$ cat src/rtl/vga_sync_analyzer_if.sv
// Sync link between a VGA timing source and the sync analyzer.
// The master drives hsync/vsync; the slave returns the recovered timing.
interface vga_sync_analyzer_if;
    logic        hsync_in;
    logic        vsync_in;
    logic [9:0]  hpos;
    logic [9:0]  vpos;
    logic        display_on;
    logic        locked;
    logic        timing_err;
    logic [10:0] line_len;
    logic [9:0]  frame_lines;

    modport master (
        output hsync_in, vsync_in,
        input  hpos, vpos, display_on, locked, timing_err, line_len, frame_lines
    );

    modport slave (
        input  hsync_in, vsync_in,
        output hpos, vpos, display_on, locked, timing_err, line_len, frame_lines
    );
endinterface

$ cat src/rtl/vga_sync_analyzer.sv
// Receive side of the VGA timing link: measures incoming sync, regenerates
// hpos/vpos/display_on and qualifies the timing with a SEARCH/VERIFY/LOCKED FSM.
module vga_sync_analyzer #(
    parameter int unsigned H_DISPLAY   = 640,
    parameter int unsigned H_MAX       = 799,
    parameter int unsigned V_DISPLAY   = 480,
    parameter int unsigned V_MAX       = 524,
    parameter int unsigned H_EDGE_POS  = 658,
    parameter int unsigned V_EDGE_POS  = 491,
    parameter int unsigned LOCK_FRAMES = 2
) (
    input logic                clk,
    input logic                reset,
    vga_sync_analyzer_if.slave link
);
    localparam logic [10:0] LINE_CLKS    = 11'(H_MAX + 1);
    localparam logic [10:0] TIMEOUT_CLKS = 11'(2 * (H_MAX + 1));
    localparam logic [9:0]  FRAME_LEN    = 10'(V_MAX + 1);
    localparam logic [9:0]  H_LAST       = 10'(H_MAX);
    localparam logic [9:0]  V_LAST       = 10'(V_MAX);
    localparam logic [9:0]  H_VIS        = 10'(H_DISPLAY);
    localparam logic [9:0]  V_VIS        = 10'(V_DISPLAY);
    localparam logic [9:0]  H_LOAD       = 10'(H_EDGE_POS);
    localparam logic [9:0]  V_LOAD       = 10'(V_EDGE_POS);
    localparam logic [7:0]  LOCK_N       = 8'(LOCK_FRAMES);

    typedef enum logic [1:0] {SEARCH, VERIFY, LOCKED} state_t;

    state_t      state, state_next;
    logic [7:0]  good_cnt, good_next;
    logic        err_next;

    logic        hsync_q, vsync_q;
    logic        h_edge, v_edge;
    logic [10:0] hcnt;
    logic        hsync_seen;
    logic        line_bad;
    logic [9:0]  line_cnt;
    logic        v_pend;
    logic [9:0]  hpos_r, vpos_r;
    logic        timing_err_r;
    logic [10:0] line_len_r;
    logic [9:0]  frame_lines_r;

    logic        timeout;
    logic        meas_bad;
    logic [9:0]  lines_total;
    logic        frame_good;

    assign h_edge   = link.hsync_in & ~hsync_q;
    assign v_edge   = link.vsync_in & ~vsync_q;
    assign timeout  = (hcnt == TIMEOUT_CLKS);
    assign meas_bad = h_edge & hsync_seen & ((hcnt + 11'd1) != LINE_CLKS);

    // An h_edge coinciding with v_edge still belongs to the frame that is ending.
    assign lines_total = line_cnt + (h_edge ? 10'd1 : 10'd0);
    assign frame_good  = (lines_total == FRAME_LEN) && !(line_bad || meas_bad);

    always_comb begin
        state_next = state;
        good_next  = good_cnt;
        err_next   = 1'b0;
        if (timeout) begin
            state_next = SEARCH;
            good_next  = '0;
            err_next   = (state == LOCKED);
        end else if (v_edge) begin
            case (state)
                SEARCH: begin
                    state_next = VERIFY;
                    good_next  = '0;
                end
                VERIFY: begin
                    if (frame_good) begin
                        good_next = good_cnt + 8'd1;
                        if (good_cnt + 8'd1 == LOCK_N) state_next = LOCKED;
                    end else begin
                        good_next = '0;
                    end
                end
                LOCKED: begin
                    if (!frame_good) begin
                        state_next = SEARCH;
                        good_next  = '0;
                        err_next   = 1'b1;
                    end
                end
                default: begin
                    state_next = SEARCH;
                    good_next  = '0;
                end
            endcase
        end
    end

    always_ff @(posedge clk) begin
        if (reset) begin
            state         <= SEARCH;
            good_cnt      <= '0;
            timing_err_r  <= 1'b0;
            hsync_q       <= 1'b0;
            vsync_q       <= 1'b0;
            hcnt          <= '0;
            hsync_seen    <= 1'b0;
            line_bad      <= 1'b0;
            line_cnt      <= '0;
            v_pend        <= 1'b0;
            hpos_r        <= '0;
            vpos_r        <= '0;
            line_len_r    <= '0;
            frame_lines_r <= '0;
        end else begin
            state        <= state_next;
            good_cnt     <= good_next;
            timing_err_r <= err_next;
            hsync_q      <= link.hsync_in;
            vsync_q      <= link.vsync_in;

            if (h_edge)           hcnt <= '0;
            else if (hcnt != '1)  hcnt <= hcnt + 11'd1;

            if (h_edge) begin
                if (hsync_seen) line_len_r <= hcnt + 11'd1;
                hsync_seen <= 1'b1;
            end
            if (timeout) hsync_seen <= 1'b0;

            if (v_edge)        line_bad <= 1'b0;
            else if (meas_bad) line_bad <= 1'b1;

            if (v_edge) begin
                frame_lines_r <= lines_total;
                line_cnt      <= '0;
            end else if (h_edge && line_cnt != '1) begin
                line_cnt <= line_cnt + 10'd1;
            end

            if (h_edge) begin
                hpos_r <= H_LOAD;
            end else if (hpos_r == H_LAST) begin
                hpos_r <= '0;
                if (v_pend) begin
                    vpos_r <= V_LOAD;
                    v_pend <= 1'b0;
                end else if (vpos_r == V_LAST) begin
                    vpos_r <= '0;
                end else begin
                    vpos_r <= vpos_r + 10'd1;
                end
            end else begin
                hpos_r <= hpos_r + 10'd1;
            end
            // Placed after the wrap so a v_edge on a wrap cycle is not lost.
            if (v_edge) v_pend <= 1'b1;
        end
    end

    assign link.hpos        = hpos_r;
    assign link.vpos        = vpos_r;
    assign link.locked      = (state == LOCKED);
    assign link.display_on  = (state == LOCKED) && (hpos_r < H_VIS) && (vpos_r < V_VIS);
    assign link.timing_err  = timing_err_r;
    assign link.line_len    = line_len_r;
    assign link.frame_lines = frame_lines_r;
endmodule

$ cat src/flat_wrapper.sv
// flat-port wrapper written by rule: the top's interface ports become plain ports
module vga_sync_analyzer_flat 
#(
    parameter int unsigned H_DISPLAY   = 640,
    parameter int unsigned H_MAX       = 799,
    parameter int unsigned V_DISPLAY   = 480,
    parameter int unsigned V_MAX       = 524,
    parameter int unsigned H_EDGE_POS  = 658,
    parameter int unsigned V_EDGE_POS  = 491,
    parameter int unsigned LOCK_FRAMES = 2
)
  (clk, reset, link_hsync_in, link_vsync_in, link_hpos, link_vpos, link_display_on, link_locked, link_timing_err, link_line_len, link_frame_lines);
  vga_sync_analyzer_if link_i ();
  input logic clk;
  input logic reset;
  input wire logic [$bits(link_i.hsync_in)-1:0] link_hsync_in;
  input wire logic [$bits(link_i.vsync_in)-1:0] link_vsync_in;
  output wire logic [$bits(link_i.hpos)-1:0] link_hpos;
  output wire logic [$bits(link_i.vpos)-1:0] link_vpos;
  output wire logic [$bits(link_i.display_on)-1:0] link_display_on;
  output wire logic [$bits(link_i.locked)-1:0] link_locked;
  output wire logic [$bits(link_i.timing_err)-1:0] link_timing_err;
  output wire logic [$bits(link_i.line_len)-1:0] link_line_len;
  output wire logic [$bits(link_i.frame_lines)-1:0] link_frame_lines;
  assign link_i.hsync_in = link_hsync_in;
  assign link_i.vsync_in = link_vsync_in;
  assign link_hpos = link_i.hpos;
  assign link_vpos = link_i.vpos;
  assign link_display_on = link_i.display_on;
  assign link_locked = link_i.locked;
  assign link_timing_err = link_i.timing_err;
  assign link_line_len = link_i.line_len;
  assign link_frame_lines = link_i.frame_lines;
  vga_sync_analyzer #(.H_DISPLAY(H_DISPLAY), .H_MAX(H_MAX), .V_DISPLAY(V_DISPLAY), .V_MAX(V_MAX), .H_EDGE_POS(H_EDGE_POS), .V_EDGE_POS(V_EDGE_POS), .LOCK_FRAMES(LOCK_FRAMES)) u_core (.clk(clk), .reset(reset), .link(link_i));
endmodule
$ cat config.mk
export PLATFORM = sky130hd
export DESIGN_NAME = vga_sync_analyzer_flat
export DESIGN_NICKNAME = d
export VERILOG_FILES = /design/src/rtl/vga_sync_analyzer_if.sv /design/src/rtl/vga_sync_analyzer.sv /design/src/flat_wrapper.sv
export SDC_FILE = /design/constraint.sdc
export NUM_CORES = 1
export LEC_CHECK = 0
export BUFFER_PORTS_ARGS = -buffer_cell sky130_fd_sc_hd__buf_2
export CAP_MARGIN = 30
export CORE_MARGIN = 3
export CORE_UTILIZATION = 58
export CTS_BUF_LIST = sky130_fd_sc_hd__clkbuf_16
export DETAILED_ROUTE_END_ITERATION = 6
export GPL_TIMING_DRIVEN = 1
export PLACE_DENSITY = 0.8
export SYNTH_ARGS = -nofsm -noshare
export SYNTH_HDL_FRONTEND = slang
export SYNTH_SLANG_ARGS = --single-unit
export TNS_END_PERCENT = 1
$ cat constraint.sdc
create_clock -name clk -period 4 [get_ports clk]
set_input_delay 0.4 -clock clk [delete_from_list [all_inputs] [get_ports clk]]
set_output_delay 0.4 -clock clk [all_outputs]
set_load 0.05 [all_outputs]
### Word level (Yosys, flattened, before mapping)

Cells that the tools add are included.

* $add $sub $neg: 6
* bitwise gates (word level): 7
* reduce and logical (&&, ||, !) cells: 17
* equal/unequal tests: 14
* $lt $le $gt $ge: 2
* muxes and demuxes: 19

Operators with widths (number)
* 10-bit two-way mux: 4
* 10-bit by 1-bit adder with 10-bit output, second input constant: 3
* 10-bit == test, second input constant: 3
* 8-bit two-way mux: 2
* 8-bit one-hot mux with 2 select lines: 1
* 11-bit by 1-bit adder with 11-bit output, second input constant: 1
* 11-bit == test, second input constant: 1
* 11-bit by 10-bit inequality test with 1-bit output, second input constant: 1
* 11-bit inequality test, second input constant: 1
* 10-bit adder: 1
* 10-bit < comparator, second input constant: 1
* 10-bit by 9-bit < comparator with 1-bit output, second input constant: 1
* 10-bit inequality test, second input constant: 1
* 8-bit by 1-bit adder with 8-bit output, second input constant: 1
* 8-bit by 2-bit == test with 1-bit output, second input constant: 1
* 1-bit two-way mux: 8
* 2-bit AND reduction: 4
* 2-bit two-way mux: 3
* 2-bit one-hot mux with 3 select lines: 1
* 2-bit OR reduction: 3
* 1-bit AND: 4
* 1-bit logical AND: 4
* 2-bit by 1-bit inequality test with 1-bit output, second input constant: 2
* 2-bit inequality test, second input constant: 2
* other kinds (9): 11

* logic and storage cells: 80
* flip-flop bits (word level): 78
* bits of input ports: 4
* output and inout bits: 44

### Longest topological paths before layout

Gate-level depths: netlist (run 1).

* depth in word-level cells: 11
* depth in mapped cells: 11
* depth with buffers taken out: 10

### Worst setup path before layout (run 1)

No wires, ideal clock.

* path kind: register to output
* from: register u_core.vpos_r[6] (netlist: u_core.link.vpos[6])
* to: output link_display_on
* arrival: 3288 ps
* setup slack: 312 ps
* buffers on the path: 0
* required time: 3600 ps
* cell stages (with the launch flop): 3
* cells stage by stage: dfxtp_1 -> and3_1 -> a2111oi_0

* cells in the longest elaborated chain, start to end: 2

Ends and longest elaborated chain
* start, declared: RTL line vga_sync_analyzer.sv:40 `logic [9:0] hpos_r, vpos_r;`
* start signal, assigned: RTL line vga_sync_analyzer.sv:148 `vpos_r <= vpos_r + 10'd1;`
* 10-bit by 9-bit < comparator with 1-bit output: RTL line vga_sync_analyzer.sv:161 `assign link.display_on = (state == LOCKED) && (hpos_r < H_VIS) && (vpos_r < V_VIS);`
* 1-bit logical AND: RTL line vga_sync_analyzer.sv:161
* end, declared: RTL line flat_wrapper.sv:20 `output wire logic [$bits(link_i.display_on)-1:0] link_display_on;`

Every way passes these cells.

### Worst setup path after layout (run 1)

* from: register u_core.line_cnt[0]
* to: register u_core.state[1]

* cells in the longest elaborated chain, start to end: 5
* elaborated cells on any way between the ends: 6
* those cells by class: add/sub (1); eq/ne (3); reduce/logical (2)

Ends and longest elaborated chain
* start, declared: RTL line vga_sync_analyzer.sv:38 `logic [9:0] line_cnt;`
* start signal, assigned: RTL line vga_sync_analyzer.sv:135 `line_cnt <= line_cnt + 10'd1;`
* 10-bit adder (*): RTL line vga_sync_analyzer.sv:56 `assign lines_total = line_cnt + (h_edge ? 10'd1 : 10'd0);`
* via u_core.lines_total[1]: RTL line vga_sync_analyzer.sv:47 `logic [9:0] lines_total;`
* 10-bit == test (*): RTL line vga_sync_analyzer.sv:57 `assign frame_good = (lines_total == FRAME_LEN) && !(line_bad || meas_bad);`
* 1-bit logical AND (*): RTL line vga_sync_analyzer.sv:57
* 2-bit by 1-bit inequality test with 1-bit output (no line) or 2-bit inequality test (tied branches)
* 4-bit AND reduction (no line) (*)
* end signal, assigned: RTL line vga_sync_analyzer.sv:113 `state <= state_next;`
* end, declared: RTL line vga_sync_analyzer.sv:29 `state_t state, state_next;`

Mark *: on every way through the listed nets, which the timed path passes. The rest lies on a longest branch.
A chain may end at the register's enable or synchronous reset.

==> results of run 1 <==
[per-stage QoR]
stage / hold slack [ps] / cells / setup slack [ps] / utilization (%) / instance area, um2
after global placement: 442.8 / 579 / 827.2 / 64.12 / 4141
final: 301.0 / 595 / 974.4 / 69.37 / 4481
after floorplan: 443.4 / 484 / 312.3 / - / 3924
after CTS: 296.9 / 595 / 1003 / 69.37 / 4481
after detailed placement: 450.6 / 579 / 731.1 / 64.12 / 4141
after global routing: 314.7 / 595 / 817.6 / 69.37 / 4481
[power breakdown]
part / internal [W] / switching, W
clock network: 0.000607 / 0.000318
logic: 0.0000455 / 0.000119
registers: 0.000800 / 0.0000213
[worst paths after layout]
| check | from | endpoint | slack [ps] | cells after the start |
|---|---|---|---|---|
| setup / recovery | u_core.line_cnt[0]$_SDFFE_PP0P_ | u_core.state[1]$_SDFFE_PP0P_ | 970 | 8 |
| setup reg to reg | u_core.line_cnt[0]$_SDFFE_PP0P_ | u_core.state[1]$_SDFFE_PP0P_ | 970 | 8 |
| hold reg to reg | u_core.link.line_len[1]$_SDFFE_PP0P_ | u_core.link.line_len[1]$_SDFFE_PP0P_ | 460 | 2 |
| hold / removal | link_vsync_in | u_core.vsync_q$_SDFF_PP0_ | 300 | 2 |
[sequential cells by signal, summed over array words and instances, names as in the netlist]
register	flops
u_core.hsync_q	1
u_core.hsync_seen	1
u_core.link.hpos	10
u_core.link.frame_lines	10
u_core.link.vpos	10
u_core.state	2
u_core.line_cnt	10
u_core.link.timing_err	1
u_core.hcnt	11
u_core.vsync_q	1
u_core.link.line_len	11
u_core.v_pend	1
u_core.good_cnt	8
u_core.line_bad	1
[per-layer routing]
layer	share of wire (%)	track usage, %	vias up
met3	5.2	5.214	11
met2	47	38.48	100
met1	46	32.41	1628
met5	0	0	-
li1	-	-	1744
met4	1.5	9.478	0
[critical path: stages (launching register included)]
cell and delay [ps]:
dfxtp_1 360, ha_1 220, ha_1 330, or4b_2 740, a2111oi_4 270, nand2_1 120, or3_4 370, or3_4 410
o21ai_1 140
[layout make-up]
| type | count | area (um2) | area share [%] |
|---|---|---|---|
| Multi-Input combinational cell | 361 | 2181 | 48.67 |
| Inverter | 14 | 52.55 | 1.173 |
| Tap cell | 77 | 96.34 | 2.150 |
| Clock buffer | 9 | 225.2 | 5.027 |
| Timing Repair Buffer | 49 | 250.2 | 5.585 |
| Clock inverter | 7 | 113.9 | 2.541 |
| Sequential cell | 78 | 1562 | 34.85 |
[cell families (layout without fill, tap and decap cells)]
group	count (synthesis)	after routing	synth area share, %
AO/OA/AOI/OAI	91	91	15.56
XOR/XNOR	38	38	8.482
adder cells (fa/ha/maj)	11	11	3.508
buffers and inverters	45	79	4.624
flip-flops	78	78	39.80
multiplexers	1	1	0.2551
AND/OR/NAND/NOR	220	220	27.77
[synth_stat cells (all sizes together), types with 5 or more instances]
master  number  share of area (%)
nand3       27                3.8
nand4        9                1.4
o21ai       20                2.6
nor2        81                7.7
nor4         5               0.80
xnor2       22                4.9
a31oi        6               0.96
nand2       43                4.1
clkbuf      27                2.6
a211oi      19                3.6
dfxtp       78                 40
nor2b       10                1.6
and3         6               0.96
a21oi       19                2.4
nor3         7               0.89
xor2        16                3.6
or3          5                1.1
inv         14                1.3
ha          11                3.5
==> flow_summary.yaml, run 1 <==
outcome:
  status: "completed"
flow_run:
  drv_cap: 0
global_routing:
  grt_pass1_vias: 3166
  grt_first_pass_wirelength_um: 14870
  grt_usage_pct: 24.28
  antenna_found_initial: 0
  grt-ovfl-total: 0
  grt_max_degree: 42
critical_path:
  required_ps: 4270
  startpoint_type: "flip-flop"
  crit_arrival_ps: 3290
  setup.worst_path.class: "flip-flop to flip-flop"
  crit_fanout: 5
  end_kind: "flip-flop"
power_and_ir_drop:
  p_total_w: 0.001910
  powerDensity_nw_per_um2: 426.3
  leakagePower_nw: 1.682
  vdd_drop_max_uv: 263.9
placement:
  gp_congestion: 0.8464
  io_buffers: 47
  dpl.hpwl_um: 6110
yosys:
  synth_seq_area_share_pct: 39.80
  synth_cell_types: 55
  syn_area_um2: 3924
  async_flop_share_pct: 0
  synth_cells: 484
  synth_warnings: 0
  syn_nets: 499
  synth_edf_count: 0
  ys.flop_type: "dfxtp_1"
  avgSynthCellArea_um2: 8.107
  synth_seq_cells: 78
timing:
  setup_viol: 0
  fin_crit_sh_pct: 75.64
  slew_headroom_pct: 47.39
  clock.fmax_ghz: 0.3305
  final_max_slew_viol_count: 0
  rsz0062_at_grt: "false"
  setup_tns_ps: 0
  hold_violations: 0
  tightest_slew_ps: 789.2
  period_needed_ps: 3026
  fin_worst_skew_ps: 7.556
clocking:
  cts_tree: "yes"
  clk_pin_slew_ps: 60
  cts_hold_buf: 0
  clk_latency_ps: 340
  cts_resized: 0
  clock_tree.root_cell: "clkbuf_16"
  clkSinkCount: 78
  ctsLongestPathBuffers: 2
  cts-htree-levels: 3
  numCtsBuffers: 9
  post_cts_buffers: 0
finish:
  mostFrequentLayoutCell: "nor2_1"
  final_cell_mix: "81 x nor2_1, 78 x dfxtp_1, 47 x buf_2"
  syn_to_final_growth_pct: 14.19
  finalNetCount: 528
  layout-drive-gt1-share_pct: 14.48
  fill_cells: 540
  n_antenna_cell: 0
floorplanning:
  die_area_um2: 7788
  pin_count: 48
  die_w_um: 88.25
  core_um2: 6459
  rows: 29
  die_y_um: 88.25
  start_util_pct: 60.75
drt:
  num_vias: 3483
  viasPerCell: 5.854
  antenna_left: 0
  drc: 0
  dr.pass1.iters: 5
  drt-total-wl_um: 8918
  drt_iter0_markers: 163
  wl_per_cell_um: 14.99
hold_path:
  hold_path_class: "input pin to flip-flop"
(Power assumes the default switching activity.)
==> run 2: changes to the inputs <==
- CORE_UTILIZATION: 58 -> 52
- PLACE_DENSITY: 0.8 -> 0.75
- clock period: 4 -> 2.45 ns (I/O delays scaled with it)
==> flow_summary.yaml, run 2 (synthesis results as in run 1) <==
timing:
  final_max_slew_viol_count: 0
  tightest_slew_ps: 542.1
  hold_violations: 0
  clock.fmax_ghz: 0.3586
  fin_worst_skew_ps: 6.066
  period_needed_ps: 2788
  fin_crit_sh_pct: 113.8
  slew_headroom_pct: 63.53
  setup_viol: 11
  setup_ws_ps: -338.5
  rsz0062_at_grt: "true"
drt:
  drc: 0
  wl_per_cell_um: 14.07
  drt-total-wl_um: 9185
  viasPerCell: 5.458
  antenna_left: 0
  num_vias: 3564
  dr.pass1.iters: 4
  drt_iter0_markers: 168
placement:
  io_buffers: 47
  dpl.hpwl_um: 6483
  gp_congestion: 0.8496
  dp_slack_ps: -513.3
clocking:
  clkSinkCount: 78
  clk_pin_slew_ps: 60
  cts-htree-levels: 3
  clock_tree.root_cell: "clkbuf_16"
  numCtsBuffers: 9
  cts_hold_buf: 0
  ctsLongestPathBuffers: 2
  cts_tree: "yes"
  clk_latency_ps: 330
power_and_ir_drop:
  vdd_drop_max_uv: 544.1
  p_total_w: 0.002794
  leakagePower_nw: 1.835
  powerDensity_nw_per_um2: 583.9
critical_path:
  rr_worst_depth: 10
  startpoint_type: "flip-flop"
  setup.worst_path.class: "flip-flop to flip-flop"
  crit_arrival_ps: 3050
  rrSetupSlack_ps: -340
  required_ps: 2710
  path_delay_family: "simple AND/OR/NAND/NOR gates"
  crit_fanout: 5
  end_kind: "flip-flop"
  slowest_delay_ps: 510
  crit_slowest_cell: "or4_4"
  cp.depth: 10
  cp_num_buf_inv: 0
  crit_path_cell_trace: "nor2b_4 -> ha_4 -> ha_4 -> nand3_4 -> or4_4 -> a2111oi_4 -> nand2_1 -> or3_4 -> or3_4 -> o21ai_2"
global_routing:
  antenna_found_initial: 0
  grt_first_pass_wirelength_um: 15950
  grt_usage_pct: 22.71
  grt_max_degree: 41
  grt_pass1_vias: 3462
  grt-ovfl-total: 0
flow_run:
  drv_cap: 0
floorplanning:
  die_area_um2: 8624
  die_w_um: 92.87
  start_util_pct: 53.81
  core_um2: 7292
  die_y_um: 92.87
  pin_count: 48
  rows: 31
finish:
  layout-drive-gt1-share_pct: 21.48
  finalNetCount: 564
  final_cell_mix: "81 x nor2_1, 77 x dfxtp_1, 47 x buf_2"
  fill_cells: 635
  mostFrequentLayoutCell: "nor2_1"
  n_antenna_cell: 0
  final_core_util_pct: 65.63
  syn_to_final_growth_pct: 21.97
outcome:
  status: "finished, violations left"
  violations: "setup timing"
hold_path:
  worstHoldPathCells: 2
  hold_path_class: "input pin to flip-flop"
## run 2: changes by cell type in the layout (fill, tap and decap cells not counted), moves of 3 or more
cell and delta:
clkinv_1 +3, o21ai_0 -3, buf_4 +35, bufinv_16 -3, o21ai_2 +3
## run 2: stage by stage
| step | TNS, ps | instance area, um2 | cells | hold slack (ps) |
|---|---|---|---|---|
| 2_1_floorplan | -3141 | 3971 | 484 | 373.2 |
| 3_3_place_gp | -3941 | 4462 | 635 | 445.1 |
| 3_5_place_dp | -4475 | 4462 | 635 | 445.6 |
| 4_1_cts | -2268 | 4766 | 653 | 155.6 |
| 5_1_grt | -4533 | 4786 | 653 | 149.6 |
| 6_report | -2938 | 4786 | 653 | 161.3 |
## run 2: what timing repair did
action	CTS	global route
gates resized for setup	8	5
buffers inserted	2	0
pin swaps	8	1
cloned	0	0
endpoints found under the setup margin	11	11
## run 2: metal layers
| layer | global-route usage [%] | wire [um] |
|---|---|---|
| met1 | 29.43 | 4133 |
| met2 | 37.43 | 4440 |
| met3 | 4.630 | 451 |
| met4 | 7.937 | 159 |
| met5 | 0 | 0 |
## run 2: final timing paths
| kind | startpoint | endpoint |
|---|---|---|
| worst max register to register | u_core.hsync_q$_SDFF_PP0_ | u_core.good_cnt[3]$_SDFFE_PP0P_ |
| worst max-delay path | u_core.hsync_q$_SDFF_PP0_ | u_core.good_cnt[3]$_SDFFE_PP0P_ |
| worst min register to register | u_core.link.frame_lines[0]$_SDFFE_PP0P_ | u_core.link.frame_lines[0]$_SDFFE_PP0P_ |
| worst min-delay path | link_vsync_in | u_core.vsync_q$_SDFF_PP0_ |
## run 2: cell type report
cell class                 instances  area (um2)  share of cell area (%)
multi-input combinational        361        2265                   47.32
sequential                        78        1563                   32.65
timing repair buffer              85       524.3                   10.95
clock buffer                       9       225.2                   4.706
tap                               99       123.9                   2.588
inverter                          14       52.55                   1.098
clock inverter                     7       32.53                  0.6797
## run 2: where the power goes
part           total, W  internal, W  switching, W  leakage (nW)
registers       0.00133      0.00131     0.0000278         0.635
logic          0.000297    0.0000917      0.000205          1.07
clock network   0.00116     0.000667      0.000497         0.129
